### config.mk
export PLATFORM = sky130hd
export DESIGN_NAME = lane_operand_buffer
export DESIGN_NICKNAME = d
export VERILOG_FILES = /design/src/rtl/lane_operand_buffer.sv
export SDC_FILE = /design/constraint.sdc
export NUM_CORES = 1
export LEC_CHECK = 0
export ABC_AREA = 0
export BUFFER_PORTS_ARGS = -buffer_cell sky130_fd_sc_hd__buf_2
export CORE_MARGIN = 2
export CORE_UTILIZATION = 35
export CTS_CLUSTER_DIAMETER = 150
export CTS_CLUSTER_SIZE = 10
export DETAILED_ROUTE_END_ITERATION = 7
export PLACE_DENSITY = 0.59
export SYNTH_ARGS = -nofsm -noshare
export SYNTH_HDL_FRONTEND = slang
export SYNTH_SLANG_ARGS = --single-unit
### constraint.sdc
create_clock -name clk_i -period 9.1 [get_ports clk_i]
set_clock_uncertainty 0.2 [all_clocks]
set_input_delay 0.455 -clock clk_i [delete_from_list [all_inputs] [get_ports clk_i]]
set_output_delay 0.455 -clock clk_i [all_outputs]
set_load 0.005 [all_outputs]
### src/rtl/lane_operand_buffer.sv
// Per-lane operand buffer: credit-guarded FIFO between the VRF crossbar and one operand consumer.
// Optional zero-latency bypass when the FIFO is empty: define LANE_OPBUF_BYPASS_EN.
module lane_operand_buffer #(
  parameter int Depth     = 4,
  parameter int DataWidth = 64,
  parameter int LenWidth  = 16
) (
  input  logic                 clk_i,
  input  logic                 rst_ni,
  input  logic                 flush_i,
  input  logic                 cmd_valid_i,
  output logic                 cmd_ready_o,
  input  logic [LenWidth-1:0]  cmd_len_i,
  input  logic                 credit_take_i,
  output logic                 credit_avail_o,
  output logic                 credit_err_o,
  input  logic [DataWidth-1:0] operand_i,
  input  logic                 operand_valid_i,
  output logic [DataWidth-1:0] operand_o,
  output logic                 operand_valid_o,
  input  logic                 operand_ready_i,
  output logic                 operand_last_o
);
  localparam int CW = $clog2(Depth + 1);
  localparam int PW = $clog2(Depth);

  typedef enum logic {IDLE, ACTIVE} state_e;

  logic [DataWidth-1:0] mem [Depth];
  logic [PW-1:0]        wptr, rptr;
  logic [CW-1:0]        count, credits;
  logic [LenWidth-1:0]  remaining;
  state_e               state;
  logic                 drop_q;

  logic active, drop, empty, full, bypass;
  logic pop, pop_fifo, push_req, push, wr_ovf, take_ok, take_err;

  function automatic logic [PW-1:0] ptr_inc(input logic [PW-1:0] p);
    return (p == PW'(Depth - 1)) ? '0 : p + 1'b1;
  endfunction

  assign active = (state == ACTIVE);
  // Flush cycle plus the next one: covers a read granted just before the flush.
  assign drop   = flush_i | drop_q;
  assign empty  = (count == '0);
  assign full   = (count == CW'(Depth));

`ifdef LANE_OPBUF_BYPASS_EN
  assign bypass = active & empty & operand_valid_i & ~drop;
`else
  assign bypass = 1'b0;
`endif

  assign operand_valid_o = active & (~empty | bypass);
  assign operand_o       = !operand_valid_o ? '0 : (empty ? operand_i : mem[rptr]);
  assign operand_last_o  = operand_valid_o & (remaining == LenWidth'(1));
  assign cmd_ready_o     = ~active & ~flush_i;
  assign credit_avail_o  = (credits != '0);

  assign pop      = operand_valid_o & operand_ready_i & ~flush_i;
  assign pop_fifo = pop & ~empty;
  assign push_req = operand_valid_i & ~drop & ~(bypass & operand_ready_i);
  assign push     = push_req & (~full | pop_fifo);
  assign wr_ovf   = push_req & full & ~pop_fifo;
  assign take_ok  = credit_take_i & (credits != '0);
  assign take_err = credit_take_i & (credits == '0) & ~flush_i;

  always_ff @(posedge clk_i) begin
    if (push) mem[wptr] <= operand_i;
  end

  always_ff @(posedge clk_i or negedge rst_ni) begin
    if (!rst_ni) begin
      wptr  <= '0;
      rptr  <= '0;
      count <= '0;
    end else if (flush_i) begin
      wptr  <= '0;
      rptr  <= '0;
      count <= '0;
    end else begin
      if (push)     wptr <= ptr_inc(wptr);
      if (pop_fifo) rptr <= ptr_inc(rptr);
      case ({push, pop_fifo})
        2'b10:   count <= count + 1'b1;
        2'b01:   count <= count - 1'b1;
        default: count <= count;
      endcase
    end
  end

  always_ff @(posedge clk_i or negedge rst_ni) begin
    if (!rst_ni) begin
      credits      <= CW'(Depth);
      credit_err_o <= 1'b0;
      drop_q       <= 1'b0;
    end else begin
      drop_q <= flush_i;
      if (take_err | wr_ovf) credit_err_o <= 1'b1;
      if (flush_i) credits <= CW'(Depth);
      else begin
        case ({pop, take_ok})
          2'b10:   if (credits != CW'(Depth)) credits <= credits + 1'b1;
          2'b01:   credits <= credits - 1'b1;
          default: credits <= credits;
        endcase
      end
    end
  end

  always_ff @(posedge clk_i or negedge rst_ni) begin
    if (!rst_ni) begin
      state     <= IDLE;
      remaining <= '0;
    end else if (flush_i) begin
      state     <= IDLE;
      remaining <= '0;
    end else begin
      case (state)
        IDLE: if (cmd_valid_i && cmd_len_i != '0) begin
          remaining <= cmd_len_i;
          state     <= ACTIVE;
        end
        ACTIVE: if (pop) begin
          remaining <= remaining - 1'b1;
          if (remaining == LenWidth'(1)) state <= IDLE;
        end
        default: state <= IDLE;
      endcase
    end
  end
endmodule

==> results of run 1 <==
## final timing paths
kind	startpoint	end	slack [ns]	depth (start not counted)
max	rptr[0]	operand_o[2]	5.37	4
min	cmd_len_i[6]	remaining[6]	0.07	3
max reg2reg	count[2]	remaining[2]	6.02	6
min reg2reg	credit_err_o	credit_err_o	0.29	1
max in group asynchronous	rst_ni	rptr[1]	7.84	2
min in group asynchronous	rst_ni	remaining[5]	0.33	2
## flip-flops by register name, indices dropped and copies added, names as in the netlist
signal / count
mem: 256
remaining: 16
count: 3
credits: 3
rptr: 2
wptr: 2
active: 1
credit_err_o: 1
drop_q: 1
## placed cells by master, fill, tap and decap left out, types with 7 or more instances in the layout
master,n
nand3_1,7
buf_2,155
a21oi_1,13
and3_1,67
dlygate4sd3_1,68
nor3_1,8
o21ai_0,11
clkbuf_16,34
nor2_1,22
inv_1,11
edfxtp_1,256
mux4_2,64
nand2_1,23
ha_1,7
dfrtp_1,25
## area by class of cell
cell class,instances,area [um2]
inverter,12,45.04
sequential,285,8423
clock inverter,3,43.79
antenna,5,12.51
timing repair buffer,226,1479
clock buffer,39,869.6
tap,442,553.0
multi-input combinational,309,3045
fill,2906,18150
## worst min-delay path: stages
cell	delay, ns
buf_2	0.09
a22oi_1	0.08
o21ai_2	0.11
## report_power, final
part | internal [W] | leakage, nW | total (W) | switching, W
registers | 0.00146 | 2.69 | 0.00148 | 0.0000229
clock network | 0.000674 | 0.442 | 0.00116 | 0.000485
logic | 0.000104 | 2.14 | 0.000228 | 0.000124
total | 0.00224 | 5.27 | 0.00287 | 0.000633
## logic make-up (layout without fill, tap and decap cells)
group	count (synthesis)	in the layout	synth area share
DFF	285	285	0.7234
buffers and inverters	48	280	0.01667
AOI/OAI and AO/OA	70	70	0.04281
muxes	68	68	0.1276
adders and majority gates	9	9	0.01097
xor gates and xnor gates	3	3	0.002259
other	0	5	0
and+or+nand+nor	159	159	0.07637
## routing by layer
layer,track usage,up-vias
met2,0.2316,228
met4,0.03662,2
met1,0.2189,3420
met3,0.03931,34
li1,-,3047
met5,0,-
## what timing repair did
action                                  CTS  global route
hold buffers                             68             0
endpoints found under the setup margin    0             0
endpoints found under the hold margin   287             0
## metrics by stage
step / power, W / setup slack (ns) / area [um2] / std cells
2_1_floorplan: 0.001624 / 5.612 / 11630 / 642
4_1_cts: 0.002905 / 5.255 / 14460 / 1316
3_3_place_gp: 0.001712 / 5.787 / 12860 / 1206
5_1_grt: 0.002982 / 5.086 / 14470 / 1320
3_5_place_dp: 0.001714 / 5.778 / 12860 / 1206
6_report: 0.002869 / 5.369 / 14470 / 1321
==> metrics.yaml, run 1 <==
route:
  wirelength_met1_um: 12160
  num_vias: 6731
  wl_per_cell_um: 19.96
  met2WireLength_um: 12040
  first_pass_iters: 5
  top_layer: "met5"
  initialDrtViolationCount: 504
  totalWireLength_um: 26370
  vias_per_cell: 5.095
  drc: 0
  antenna_left: 0
  dr_wl_met3_um: 1709
final_layout:
  layout-drive-gt1-share: 0.3204
  final_net_count: 964
  synthToLayoutAreaGrowth_pct: 24.41
  fin_util: 0.4437
global_routing:
  antenna_found_initial: 6
  gr-total-overflow: 0
  grt_max_degree: 86
  grt_first_pass_wirelength_um: 41020
  first_global_vias: 6841
  grt_usage: 0.1521
clock_network:
  cts_buffers: 34
  clk_latency_ns: 0.51
  post_cts_buffers: 0
  tritoncts: "yes"
  cts_htree_levels: 2
  clkSlewWorstSetupHoldPaths_ns: 0.06
  cts_resized: 0
  cts_buffer_depth: 3
  clock_sinks: 285
  cts_root_buf: "clkbuf_16"
synthesis:
  synth_fp_nets: 738
  synthArstFlopShare: 0.1018
  synth-edff-count: 256
  synth_area_leaders: "edfxtp_1, mux4_2, dfrtp_1"
  synth_seq_cells: 285
  synth_top_area_share: 0.6609
  syn_avg_cell_area_um2: 18.12
  yosysMostFrequentCell: "edfxtp_1"
  synth_cell_types: 59
  synthCells: 642
  ys_seq_area_frac: 0.7234
  synth_largest_area_cell: "edfxtp_1"
  syn-cell-area_mm2: 0.01163
  yosysWarnings: 0
  synth_commonest_cells: "edfxtp_1, and3_1, mux4_2"
  synth_flop_cell: "edfxtp_1"
floorplan:
  die_w_um: 186.3
  io_pins: 156
  start_util: 0.3566
  coreArea_mm2: 0.03262
  fp-row-count: 66
  dieArea_mm2: 0.03471
  die_h_um: 186.3
critical_path:
  critical_path_class: "register to output port"
  cp-end-kind: "output port"
  cp_max_fo: 38
  crit_path_cell_trace: "buf_4, mux4_2, and3_1, buf_2"
  path_delay_family: "flip-flops"
  path_buf_inv: 2
  critPathLaunchType: "register"
  critPathSlowestCell: "dfrtp_4"
  cp.arrival_ns: 3.08
  required_ns: 8.45
  crit_path_max_incr_delay_ns: 0.92
pwr:
  ir_drop_mv: 0.1250
  leakage_nw: 5.266
  cellPowerDensity_mw_per_mm2: 198.3
sta:
  slew_headroom: 0.2933
  period_needed_ns: 3.731
  fmax_mhz: 268.0
  hold_viol_final: 0
  rsz0062_at_grt: "false"
  slew_viol_final: 0
  period_share: 0.4100
  finalSetupViolCount: 0
  tns_ns: 0
  worst_slew_pin_slew_ns: 1.060
  hold-worst-slack_ns: 0.06707
run:
  drv_cap: 0
placement:
  dp.final_hpwl_um: 15380
  gp_congestion: 0.8314
  io_buffers: 155
min_path:
  hold_path.class: "input pin to register"
run_status:
  outcome: "completed"
Power figures use the tool's default switching activity.
==> run 2: changes to the inputs <==
--- a/config.mk
+++ b/config.mk
@@ -12,7 +12,7 @@
 export CTS_CLUSTER_DIAMETER = 150
 export CTS_CLUSTER_SIZE = 10
 export DETAILED_ROUTE_END_ITERATION = 7
-export PLACE_DENSITY = 0.59
+export PLACE_DENSITY = 0.61
 export SYNTH_ARGS = -nofsm -noshare
 export SYNTH_HDL_FRONTEND = slang
 export SYNTH_SLANG_ARGS = --single-unit
==> constraint.sdc (replaced) <==
create_clock -name clk_i -period 3.1 [get_ports clk_i]
set_clock_uncertainty 0.2 [all_clocks]
set_input_delay 0.155 -clock clk_i [delete_from_list [all_inputs] [get_ports clk_i]]
set_output_delay 0.155 -clock clk_i [all_outputs]
set_load 0.005 [all_outputs]
==> metrics.yaml, run 2 (synthesis gave the netlist of run 1 again) <==
run_status:
  outcome: "completed"
route:
  totalWireLength_um: 27010
  wl_per_cell_um: 19.83
  initialDrtViolationCount: 452
  antenna_left: 0
  num_vias: 6927
  vias_per_cell: 5.086
  first_pass_iters: 5
  drc: 0
sta:
  rsz0062_at_grt: "false"
  period_needed_ns: 3.034
  fmax_mhz: 329.6
  hold_viol_final: 0
  slew_headroom: 0.4883
  worst_slew_pin_slew_ns: 0.7675
  tns_ns: 0
  finalSetupViolCount: 0
  slew_viol_final: 0
  period_share: 0.9786
clock_network:
  tritoncts: "yes"
  cts_buffers: 34
  cts_htree_levels: 2
  clkSlewWorstSetupHoldPaths_ns: 0.06
  clock_sinks: 285
  cts_resized: 0
  cts_buffer_depth: 3
  cts_root_buf: "clkbuf_16"
  post_cts_buffers: 0
  cts-hold-fix-buffers: 91
  clk_latency_ns: 0.51
global_routing:
  grt_first_pass_wirelength_um: 42530
  first_global_vias: 7339
  use_met2: 0.2576
  grt-busiest-layer: "met2"
  grt_max_degree: 66
  gr-usage-met3: 0.04533
  use_met1: 0.2055
  grt_usage: 0.1567
  gr-total-overflow: 0
  antenna_found_initial: 2
pwr:
  leakage_nw: 5.481
  ir_drop_mv: 0.4431
  cellPowerDensity_mw_per_mm2: 568.9
  total_power_w: 0.008519
critical_path:
  required_ns: 3.28
  cp_max_fo: 4
  critPathLaunchType: "input pin"
  critical_path_class: "input pin to register"
  cp-end-kind: "register"
  cp.arrival_ns: 3.22
min_path:
  hold_path.class: "input pin to async pin"
final_layout:
  largest_reg_flops: 256
  final_common_cell: "edfxtp_1"
  final_cell_mix: "edfxtp_1, buf_2, dlygate4sd3_1, and3_1, mux4_2"
  synthToLayoutAreaGrowth_pct: 28.73
  layout-drive-gt1-share: 0.3235
  multi_input_area_mm2: 0.003045
  top_register: "mem"
  fillers: 2826
  top_regs: "mem: 256 flops, remaining: 16 flops"
  register_area_mm2: 0.008423
  final_cell_area_mm2: 0.01497
  stdcell_count: 1362
  fin_util: 0.4591
  final_net_count: 1004
floorplan:
  io_pins: 156
  fp-row-count: 66
  die_w_um: 186.3
  die_h_um: 186.3
  dieArea_mm2: 0.03471
  coreArea_mm2: 0.03262
  start_util: 0.3566
placement:
  dpl_cell_area_mm2: 0.01313
  dp_cells: 1223
  io_buffers: 155
  dp.final_hpwl_um: 15280
  gp_congestion: 0.8659
run:
  drv_cap: 0
-- run 2: cell count changes in the layout (fill, tap and decap cells not counted), sizes merged --
cell | before | now
dlygate4sd3 | 68 | 91
buf | 158 | 175
clkbuf | 39 | 43
diode | 5 | 2
-- run 2: area by class of cell --
class                      instances  share of cell area
antenna                            2           0.0003342
clock buffer                      43             0.05907
clock inverter                     3            0.002924
inverter                          12            0.003008
multi-input combinational        309              0.2034
sequential                       285              0.5625
tap                              442             0.03693
timing repair buffer             266              0.1319
-- run 2: critical path, cell delays in order --
cell and delay [ns]:
dlygate4sd3_1 0.54, buf_2 0.13, or4_4 0.54, o41a_1 0.53
nand2_1 0.11, dlygate4sd3_1 0.56, a31oi_1 0.08, dlygate4sd3_1 0.56
-- run 2: report_power, final --
group          internal [W]  switching, W  total (W)
Clock               0.00200       0.00145    0.00345
Sequential          0.00428     0.0000561    0.00434
Combinational      0.000343      0.000391   0.000734
-- run 2: metrics by stage --
stage                     setup WS, ns  hold WS (ns)
final                          0.06633       0.02719
after global routing           0.01446       0.05086
after CTS                       0.1043       0.03006
after detailed placement        0.7301       0.03897
after global placement          0.8082       0.05014
after floorplan                 0.6158       -0.3406
-- run 2: final timing paths --
kind                          startpoint            end  slack (ns)  cells after the start
setup / recovery           cmd_len_i[14]   remaining[0]        0.07                      8
hold / removal                    rst_ni   remaining[4]        0.03                      2
setup reg to reg            remaining[0]  remaining[10]        0.14                      8
hold reg to reg             credit_err_o   credit_err_o        0.27                      1
max in group asynchronous         rst_ni        rptr[0]        2.16                      2
min in group clk_i           cmd_valid_i   remaining[4]        0.05                      4
-- run 2: routing by layer --
metal  up-vias  wire (um)
met5         -          0
met4         0        502
met3        44       2049
met2       239      13110
met1      3505      11350
li1       3139          -
==> run 3: changes to the inputs <==
--- a/config.mk
+++ b/config.mk
@@ -5,14 +5,14 @@
 export SDC_FILE = /design/constraint.sdc
 export NUM_CORES = 1
 export LEC_CHECK = 0
-export ABC_AREA = 0
+export ABC_AREA = 1
 export BUFFER_PORTS_ARGS = -buffer_cell sky130_fd_sc_hd__buf_2
 export CORE_MARGIN = 2
-export CORE_UTILIZATION = 35
+export CORE_UTILIZATION = 52
 export CTS_CLUSTER_DIAMETER = 150
 export CTS_CLUSTER_SIZE = 10
 export DETAILED_ROUTE_END_ITERATION = 7
-export PLACE_DENSITY = 0.61
+export PLACE_DENSITY = 0.82
 export SYNTH_ARGS = -nofsm -noshare
 export SYNTH_HDL_FRONTEND = slang
 export SYNTH_SLANG_ARGS = --single-unit
==> metrics.yaml, run 3 <==
run_status:
  outcome: "completed"
critical_path:
  cp.arrival_ns: 2.49
  r2r_cells: 8
  cp-end-kind: "output port"
  endpoint: "operand_o[24]"
  cp_max_fo: 23
  r2r-end: "count[2]"
  r2r-start: "count[0]"
  critPathSlowestCell: "dfrtp_1"
  required_ns: 2.74
  startpoint: "count[0]"
  crit_path_cell_trace: "inv_1, nand3_1, nand2_2, buf_4, buf_4, a21oi_1, buf_2"
  crit_top_cell: "buf_4"
  critPathLaunchType: "register"
  ff2ff_setup_slack_ns: 0.80
  crit_path_max_incr_delay_ns: 0.43
  critical_path_class: "register to output port"
sta:
  fmax_mhz: 351.7
  period_share: 0.9171
  hold_viol_final: 0
  rsz0062_at_grt: "false"
  slew_headroom: 0.5410
  finalSetupViolCount: 0
  tns_ns: 0
  worst_slew_pin_slew_ns: 0.6885
  slew_viol_final: 0
  period_needed_ns: 2.843
  hold-worst-slack_ns: 0.02955
synthesis:
  synth_area_leaders: "edfxtp_1, nor2_1, o21ai_0"
  synth_flop_cell: "edfxtp_1"
  ys_seq_area_frac: 0.7050
  synth_largest_area_cell: "edfxtp_1"
  yosysWarnings: 0
  synth_fp_nets: 1152
  synth_seq_cells: 285
  synth_top_area_share: 0.6441
  syn_avg_cell_area_um2: 11.30
  synthCells: 1056
  synth_cell_types: 35
  synthArstFlopShare: 0.1018
  syn-cell-area_mm2: 0.01194
  synth_commonest_cells: "nor2_1, edfxtp_1, o21ai_0"
  yosysMostFrequentCell: "nor2_1"
  synth-edff-count: 256
final_layout:
  final_cell_area_mm2: 0.01491
  synthToLayoutAreaGrowth_pct: 24.89
  top_register: "mem"
  fin_util: 0.6604
  final_common_cell: "nor2_1"
  final_cell_mix: "nor2_1, edfxtp_1, buf_2, o21ai_0, dlygate4sd3_1"
  fillers: 1627
  top_regs: "mem: 256 flops, remaining: 16 flops"
  register_area_mm2: 0.008419
  layout-drive-gt1-share: 0.1827
  largest_reg_flops: 256
  final_net_count: 1392
  multi_input_area_mm2: 0.003151
global_routing:
  grt_max_degree: 81
  grt_first_pass_wirelength_um: 43730
  first_global_vias: 8584
  grt_usage: 0.2314
  antenna_found_initial: 2
  gr-total-overflow: 0
route:
  totalWireLength_um: 28300
  antenna_left: 0
  initialDrtViolationCount: 773
  wl_per_cell_um: 17.74
  num_vias: 8678
  vias_per_cell: 5.441
  first_pass_iters: 5
  drc: 0
clock_network:
  cts_resized: 0
  cts_htree_levels: 2
  cts_buffer_depth: 3
  cts_root_buf: "clkbuf_16"
  clk_latency_ns: 0.50
  clkSlewWorstSetupHoldPaths_ns: 0.06
  cts_buffers: 34
  tritoncts: "yes"
  clock_sinks: 285
floorplan:
  start_util: 0.5288
  fp-row-count: 55
  io_pins: 156
  dieArea_mm2: 0.02418
  die_h_um: 155.5
  die_w_um: 155.5
  coreArea_mm2: 0.02257
pwr:
  cellPowerDensity_mw_per_mm2: 652.1
  ir_drop_mv: 0.4783
  leakage_nw: 5.797
min_path:
  hold_path.class: "input pin to async pin"
placement:
  gp_congestion: 0.9061
  dpl_cell_area_mm2: 0.01309
  dp.final_hpwl_um: 15560
  io_buffers: 155
run:
  drv_cap: 0
[run 3: layout make-up]
class / count / share of cell area
Sequential cell: 285 / 0.5648
Multi-Input combinational cell: 676 / 0.2114
Timing Repair Buffer: 257 / 0.1246
Clock buffer: 45 / 0.06128
Tap cell: 285 / 0.02392
Inverter: 42 / 0.01100
Clock inverter: 3 / 0.002686
Antenna cell: 2 / 0.0003358
[run 3: what timing repair did]
action / 4_1_cts / 5_1_grt
setup buffers: 0 / 0
setup endpoints to repair: 0 / 0
endpoints found under the hold margin: 314 / 0
hold buffers: 86 / 0
[run 3: how the worst min path moves through the flow]
stage | slack [ns] | endpoint | startpoint | cells past startpoint
CTS | 0.04 | wptr[0] | rst_ni | 2
floorplan | -0.34 | active | rst_ni | 0
finish | 0.03 | wptr[0] | rst_ni | 2
global route | 0.09 | wptr[0] | rst_ni | 2
detailed placement | 0.03 | credits[0] | rst_ni | 1
global placement | 0.02 | credits[0] | rst_ni | 1
[run 3: report_power, final]
part           internal [W]  switching, W
Clock               0.00205       0.00141
Sequential          0.00434      0.000134
Combinational      0.000628       0.00116
[run 3: metrics by stage]
stage / total power (W) / instances / setup WS (ns)
floorplan: 0.005636 / 1056 / -1.015
global placement: 0.006154 / 1459 / 0.8869
detailed placement: 0.006214 / 1459 / 0.8086
CTS: 0.009753 / 1593 / 0.2459
global route: 0.01015 / 1595 / 0.09972
finish: 0.009720 / 1595 / 0.2571
[run 3: worst max-delay path, delay by kind of cell (launching register included)]
family / cells / cell delay (ns)
buffers and inverters: 4 / 0.92
and+or+nand+nor: 2 / 0.54
AOI/OAI and AO/OA: 1 / 0.08
DFF: 1 / 0.43
[run 3: cells by family (layout without fill, tap and decap cells)]
family / count (synthesis) / after routing / synth area share
xor gates and xnor gates: 6 / 6 / 0.004403
DFF: 285 / 285 / 0.7050
and+or+nand+nor: 426 / 426 / 0.1425
AOI/OAI and AO/OA: 235 / 235 / 0.1037
buffers and inverters: 95 / 347 / 0.03376
adders and majority gates: 9 / 9 / 0.01069
other: 0 / 2 / 0
[run 3: routing by layer]
| layer | up-vias | GRT usage | part of all wire |
|---|---|---|---|
| met5 | - | 0 | 0 |
| li1 | 4131 | - | - |
| met1 | 4108 | 0.2890 | 0.40 |
| met2 | 375 | 0.4046 | 0.50 |
| met3 | 64 | 0.04345 | 0.073 |
| met4 | 0 | 0.08519 | 0.028 |
